### src/rtl/multicycle_ctrl_v2.sv
// Multicycle MIPS control FSM with a MemReq/MemReady handshake,
// a configurable memory-wait timeout and an illegal-instruction trap.
// Datapath controls are decoded combinationally from the current state,
// Opcode, Func and MemReady. The Illegal/MemFault flags are registered.
// Zero is accepted for interface completeness only; the datapath itself
// forms PCWrite | (PCWriteCond & (Zero ^ BranchNE)).
module multicycle_ctrl_v2 #(
    parameter int ALU_CTRL_W   = 4,
    parameter int MEM_TIMEOUT  = 15,
    parameter bit TRAP_ILLEGAL = 1'b1
) (
    input  logic                  clk,
    input  logic                  reset,
    input  logic [5:0]            Opcode,
    input  logic [5:0]            Func,
    input  logic                  Zero,
    input  logic                  MemReady,
    output logic                  MemReq,
    output logic                  Fetch,
    output logic                  IRWrite,
    output logic                  IorD,
    output logic                  MemWrite,
    output logic                  MemToReg,
    output logic                  RegDst,
    output logic                  ALUSrc,
    output logic                  Shift,
    output logic                  RegWrite,
    output logic                  PCWrite,
    output logic                  PCWriteCond,
    output logic                  BranchNE,
    output logic [1:0]            PCSrc,
    output logic [ALU_CTRL_W-1:0] ALUControl,
    output logic                  InstrDone,
    output logic                  Illegal,
    output logic                  MemFault
);

    typedef enum logic [3:0] {
        S_RST, S_FETCH, S_DECODE, S_REXE, S_RWB, S_IEXE, S_IWB,
        S_ADDR, S_MRD, S_MWB, S_MWR, S_BR, S_JMP, S_TRAP
    } state_t;

    localparam logic [5:0] OP_RTYPE = 6'b000000;
    localparam logic [5:0] OP_J     = 6'b000010;
    localparam logic [5:0] OP_BEQ   = 6'b000100;
    localparam logic [5:0] OP_BNE   = 6'b000101;
    localparam logic [5:0] OP_ADDI  = 6'b001000;
    localparam logic [5:0] OP_ANDI  = 6'b001100;
    localparam logic [5:0] OP_ORI   = 6'b001101;
    localparam logic [5:0] OP_XORI  = 6'b001110;
    localparam logic [5:0] OP_LUI   = 6'b001111;
    localparam logic [5:0] OP_LW    = 6'b100011;
    localparam logic [5:0] OP_SW    = 6'b101011;

    localparam logic [5:0] FN_SLL   = 6'b000000;
    localparam logic [5:0] FN_SRL   = 6'b000010;

    // Counter only needs to reach MEM_TIMEOUT-1; a timeout of 0 never compares.
    localparam int             CNT_W   = (MEM_TIMEOUT > 2) ? $clog2(MEM_TIMEOUT) : 1;
    localparam logic [CNT_W-1:0] TO_LAST = CNT_W'((MEM_TIMEOUT > 0) ? (MEM_TIMEOUT - 1) : 0);

    state_t           state;
    logic [CNT_W-1:0] wait_cnt;
    logic             timeout_hit;
    logic             dec_legal;
    state_t           dec_state;

    // True for the R-type functions this controller implements.
    function automatic logic r_legal(input logic [5:0] f);
        case (f)
            6'b100000, 6'b100010, 6'b100100, 6'b100101,
            6'b100110, 6'b000000, 6'b000010: r_legal = 1'b1;
            default:                          r_legal = 1'b0;
        endcase
    endfunction

    // ALU operation for an R-type function field.
    function automatic logic [2:0] r_alu(input logic [5:0] f);
        case (f)
            6'b100000: r_alu = 3'd0;
            6'b100010: r_alu = 3'd1;
            6'b100100: r_alu = 3'd2;
            6'b100101: r_alu = 3'd3;
            6'b100110: r_alu = 3'd4;
            6'b000000: r_alu = 3'd5;
            6'b000010: r_alu = 3'd6;
            default:   r_alu = 3'd0;
        endcase
    endfunction

    // ALU operation for an immediate ALU opcode.
    function automatic logic [2:0] i_alu(input logic [5:0] op);
        case (op)
            OP_ADDI: i_alu = 3'd0;
            OP_ANDI: i_alu = 3'd2;
            OP_ORI:  i_alu = 3'd3;
            OP_XORI: i_alu = 3'd4;
            OP_LUI:  i_alu = 3'd7;
            default: i_alu = 3'd0;
        endcase
    endfunction

    assign timeout_hit = (MEM_TIMEOUT != 0) && (wait_cnt == TO_LAST) && !MemReady;

    // Instruction class decode used when leaving DECODE.
    always_comb begin
        dec_legal = 1'b1;
        dec_state = S_FETCH;
        case (Opcode)
            OP_RTYPE: begin
                dec_legal = r_legal(Func);
                dec_state = S_REXE;
            end
            OP_ADDI, OP_ANDI, OP_ORI, OP_XORI, OP_LUI: dec_state = S_IEXE;
            OP_LW, OP_SW:                              dec_state = S_ADDR;
            OP_BEQ, OP_BNE:                            dec_state = S_BR;
            OP_J:                                      dec_state = S_JMP;
            default:                                   dec_legal = 1'b0;
        endcase
    end

    // State sequencing, memory-wait counter and sticky fault flags.
    always_ff @(posedge clk or posedge reset) begin
        if (reset) begin
            state    <= S_RST;
            wait_cnt <= {CNT_W{1'b0}};
            Illegal  <= 1'b0;
            MemFault <= 1'b0;
        end else begin
            // Entry into any wait state follows a MemReady=1 or a non-wait
            // state, so the counter is always zero on entry.
            if ((state == S_FETCH || state == S_MRD || state == S_MWR) && !MemReady) begin
                wait_cnt <= wait_cnt + CNT_W'(1);
            end else begin
                wait_cnt <= {CNT_W{1'b0}};
            end

            case (state)
                S_RST:   state <= S_FETCH;
                S_FETCH: begin
                    if (MemReady) begin
                        state <= S_DECODE;
                    end else if (timeout_hit) begin
                        state    <= S_TRAP;
                        MemFault <= 1'b1;
                    end else begin
                        state <= S_FETCH;
                    end
                end
                S_DECODE: begin
                    if (dec_legal) begin
                        state <= dec_state;
                    end else if (TRAP_ILLEGAL) begin
                        state   <= S_TRAP;
                        Illegal <= 1'b1;
                    end else begin
                        state <= S_FETCH;
                    end
                end
                S_REXE:  state <= S_RWB;
                S_IEXE:  state <= S_IWB;
                S_ADDR: begin
                    if (Opcode == OP_LW) begin
                        state <= S_MRD;
                    end else if (Opcode == OP_SW) begin
                        state <= S_MWR;
                    end else begin
                        state <= S_FETCH;
                    end
                end
                S_MRD: begin
                    if (MemReady) begin
                        state <= S_MWB;
                    end else if (timeout_hit) begin
                        state    <= S_TRAP;
                        MemFault <= 1'b1;
                    end else begin
                        state <= S_MRD;
                    end
                end
                S_MWR: begin
                    if (MemReady) begin
                        state <= S_FETCH;
                    end else if (timeout_hit) begin
                        state    <= S_TRAP;
                        MemFault <= 1'b1;
                    end else begin
                        state <= S_MWR;
                    end
                end
                S_RWB, S_IWB, S_MWB, S_BR, S_JMP: state <= S_FETCH;
                S_TRAP:  state <= S_TRAP;
                default: state <= S_RST;
            endcase
        end
    end

    // Datapath control decode; anything not driven for a state stays 0.
    always_comb begin
        MemReq      = 1'b0;
        Fetch       = 1'b0;
        IRWrite     = 1'b0;
        IorD        = 1'b0;
        MemWrite    = 1'b0;
        MemToReg    = 1'b0;
        RegDst      = 1'b0;
        ALUSrc      = 1'b0;
        Shift       = 1'b0;
        RegWrite    = 1'b0;
        PCWrite     = 1'b0;
        PCWriteCond = 1'b0;
        BranchNE    = 1'b0;
        PCSrc       = 2'd0;
        ALUControl  = {ALU_CTRL_W{1'b0}};
        InstrDone   = 1'b0;
        case (state)
            S_FETCH: begin
                Fetch   = 1'b1;
                MemReq  = 1'b1;
                IRWrite = MemReady;
                PCWrite = MemReady;
            end
            S_REXE: begin
                ALUControl = ALU_CTRL_W'(r_alu(Func));
                Shift      = (Func == FN_SLL) || (Func == FN_SRL);
            end
            S_RWB: begin
                ALUControl = ALU_CTRL_W'(r_alu(Func));
                Shift      = (Func == FN_SLL) || (Func == FN_SRL);
                RegDst     = 1'b1;
                RegWrite   = 1'b1;
                InstrDone  = 1'b1;
            end
            S_IEXE: begin
                ALUSrc     = 1'b1;
                ALUControl = ALU_CTRL_W'(i_alu(Opcode));
            end
            S_IWB: begin
                ALUSrc     = 1'b1;
                ALUControl = ALU_CTRL_W'(i_alu(Opcode));
                RegWrite   = 1'b1;
                InstrDone  = 1'b1;
            end
            S_ADDR:  ALUSrc = 1'b1;
            S_MRD: begin
                MemReq = 1'b1;
                IorD   = 1'b1;
            end
            S_MWB: begin
                MemToReg  = 1'b1;
                RegWrite  = 1'b1;
                InstrDone = 1'b1;
            end
            S_MWR: begin
                MemReq    = 1'b1;
                IorD      = 1'b1;
                MemWrite  = 1'b1;
                InstrDone = MemReady;
            end
            S_BR: begin
                ALUControl  = ALU_CTRL_W'(3'd1);
                PCWriteCond = 1'b1;
                PCSrc       = 2'd1;
                BranchNE    = (Opcode == OP_BNE);
                InstrDone   = 1'b1;
            end
            S_JMP: begin
                PCWrite   = 1'b1;
                PCSrc     = 2'd2;
                InstrDone = 1'b1;
            end
            default: begin
                MemReq = 1'b0;
            end
        endcase
    end

endmodule

### config.mk
export PLATFORM = sky130hd
export DESIGN_NAME = multicycle_ctrl_v2
export DESIGN_NICKNAME = d
export VERILOG_FILES = /design/src/rtl/multicycle_ctrl_v2.sv
export SDC_FILE = /design/constraint.sdc
export NUM_CORES = 1
export LEC_CHECK = 0
export BUFFER_PORTS_ARGS = -buffer_cell sky130_fd_sc_hd__buf_2
export CORE_MARGIN = 3
export CORE_UTILIZATION = 50
export DETAILED_ROUTE_END_ITERATION = 10
export GPL_ROUTABILITY_DRIVEN = 0
export PLACE_DENSITY_LB_ADDON = 0.3
export SLEW_MARGIN = 20
export SYNTH_ARGS = -nofsm -noshare
export SYNTH_HDL_FRONTEND = slang
export SYNTH_SLANG_ARGS = --single-unit
### constraint.sdc
create_clock -name clk -period 2.5 [get_ports clk]
set_input_delay 0.625 -clock clk [delete_from_list [all_inputs] [get_ports clk]]
set_output_delay 0.625 -clock clk [all_outputs]
set_load 0.01 [all_outputs]
==> run metrics <==
H-tree Lvls=1; Final Hold Fails=0; final setup margin=124.1 ps; setup_tns=0 ps; most common cell in the synthesized netlist=nor2_1; CTS tree=yes; PnR Total Power=1069 uW; CP endpoint kind=primary output; sw frac=48.05%; die area=0.002762 mm2; Hold WC Path Type=in -> async; core area=0.002002 mm2; syn avg cell area=7.577 um2; P_sw=513.9 uW; share of post-route cells with drive strength above 1=33.53%; Clock Path Buffers=2; CP max stage cell=dfrtp_1; Tcrit/Tclk final=95.04%; Finish-stage setup viols=0; worst skew pair latency=260 ps; Combinational Power Share=58.3%; CTS resizes=0; Synthesis Warnings=0; Post-Synthesis Cells=143; Synth top area share=23.09%; flop-to-flop setup slack=780 ps; crit path kind=reg -> out; Area growth, synth to finish=17.90%; initial drt markers=32; Synth cell types=54; WL per Instance=13.14 um; Root Buffer=clkbuf_4; RSZ-0062 raised after global routing=false; Post CTS Setup Buffer Count=0; Critical Path Fanout Max=15; Final nets=192; Die X-Extent=52.55 um; first-pass GRT wire length=4.229 mm; Power Internal=555.5 uW; Data arrival, critical path=1750 ps; CP Cell Sequence=inv_2 > nand2_2 > nor3_1 > and2_1 > or2_1 > buf_2; final setup skew=4.235 ps; top cells by count, synth=nor2_1, dfrtp_1, o21ai_0, nand2_1, nor3_1; number of synthesized flops with an enable pin=0; Synth area leaders=dfrtp_1, nor2_1, o21ai_0; status=complete, no violations; initial core utilization=54.12%; crit start category=register; Cell Area, Synth=0.001084 mm2; post-synthesis sequential area ratio=23.09%; input/output buffers=35; Detailed Place HPWL=2.074 mm; post-route ant nets=0; fin crit period=2376 ps; clock power share=13.4%; slowest stage delay, CP=620 ps; Most used DFF post-synth=dfrtp_1; fmax=420.9 MHz; vias per cell=5.865; Die Ht=52.55 um; vias in the first global route=970; initial antenna violation count=0; Power Dens Cells=837.1 mW/mm2; worst flop-to-flop path startpoint=state[0]$_DFF_PP0_; Worst VDD drop=0.5371 mV; filler cell count=189; Post-CTS Hold Fix Bufs=0; Placement Rows=16; total grt overflow=0; Reg2Reg Depth=6; number of synthesized register bits=10; RR Endpoint=state[3]$_DFF_PP0_; Seq pwr share=28.3%; Final Max Slew Viols=0; CTS buffer count=3; pre-CTS setup slack=247.0 ps; post-synth top area cell=dfrtp_1; IO Count=38; Clock transition at path regs=70 ps; Critical Path RT=1880 ps; fraction of registers with async set/reset=100.0%; pin count of the biggest net entering global routing=17; MaxCap Viol Count=0; DRT Wirelength=2.627 mm; Pleak=0.0006137 uW; clock sinks=10; Syn Nets=161; routed vias=1173; gr usage total=19.85%; # DRC=0; first drt pass iteration count=6; Antenna Cells=0
[logic make-up (layout without fill, tap and decap cells)]
group / Yosys count / count (layout) / synth area share (%)
buffers and inverters: 18 / 48 / 8.776
AOI/OAI and AO/OA: 39 / 39 / 26.10
adders and majority gates: 2 / 2 / 2.309
xor gates and xnor gates: 3 / 3 / 2.425
and+or+nand+nor: 69 / 69 / 35.91
other: 1 / 1 / 0.3461
DFF: 10 / 10 / 23.09
muxes: 1 / 1 / 1.039
[layout make-up]
cell class | instances | area [um2] | area share [%]
Multi-Input combinational cell | 115 | 738.2 | 57.79
Sequential cell | 10 | 252.7 | 19.78
Tap cell | 27 | 33.78 | 2.644
Timing Repair Buffer | 37 | 190.2 | 14.89
Inverter | 7 | 26.28 | 2.057
Clock buffer | 4 | 36.28 | 2.840
[stage by stage]
step           instance area [um2]  hold WS (ps)  util (%)  cells
4_1_cts                       1275         334.1     63.69    200
3_5_place_dp                  1239         443.3     61.88    196
6_report                      1277         324.6     63.81    200
2_1_floorplan                 1084         453.0         -    143
3_3_place_gp                  1239         434.9     61.88    196
5_1_grt                       1277         351.0     63.81    200
[metal layers]
metal / global-route usage (%) / share of wire, % / vias to the layer above
met3: 5.413 / 6.1 / 0
met4: 0.8511 / 0 / 0
met5: 0 / 0 / -
met1: 26.27 / 44 / 551
li1: - / - / 579
met2: 33.68 / 50 / 43
[cell usage in the layout, fill, tap and decap left out, drive strengths merged, types with 3 or more instances in the layout]
cell     n
a21o     4
a21oi    7
buf     37
clkbuf   4
dfrtp   10
inv      7
nand2    9
nand2b   5
nand3    5
nor2    19
nor3     8
nor4     5
o21a     3
o21ai   10
or3      5
[worst max-delay path by stage]
stage,end,startpoint,slack [ps]
final,PCWrite,state[1]$_DFF_PP0_,120
after global routing,PCWrite,state[1]$_DFF_PP0_,30
after CTS,PCWrite,state[1]$_DFF_PP0_,130
after detailed placement,ALUControl[0],Func[0],250
after global placement,ALUControl[0],Func[0],240
after floorplan,ALUControl[0],Func[2],410
[state kept, by name (all words and copies together) (netlist names)]
register / cells
Illegal: 1
MemFault: 1
state: 4
wait_cnt: 4
[power by group through the flow]
stage / clock [uW] / sequential (uW) / combinational, uW
finish: 143 / 303 / 623
global route: 155 / 314 / 695
CTS: 147 / 296 / 619
detailed placement: 0 / 299 / 617
global placement: 0 / 296 / 593
floorplan: 0 / 242 / 498
[worst max-delay path, delay by kind of cell (launching register included)]
family | cells | cell delay [ps]
buffers and inverters | 2 | 240
DFF | 1 | 620
and+or+nand+nor | 4 | 630
(Power assumes the default switching activity.)
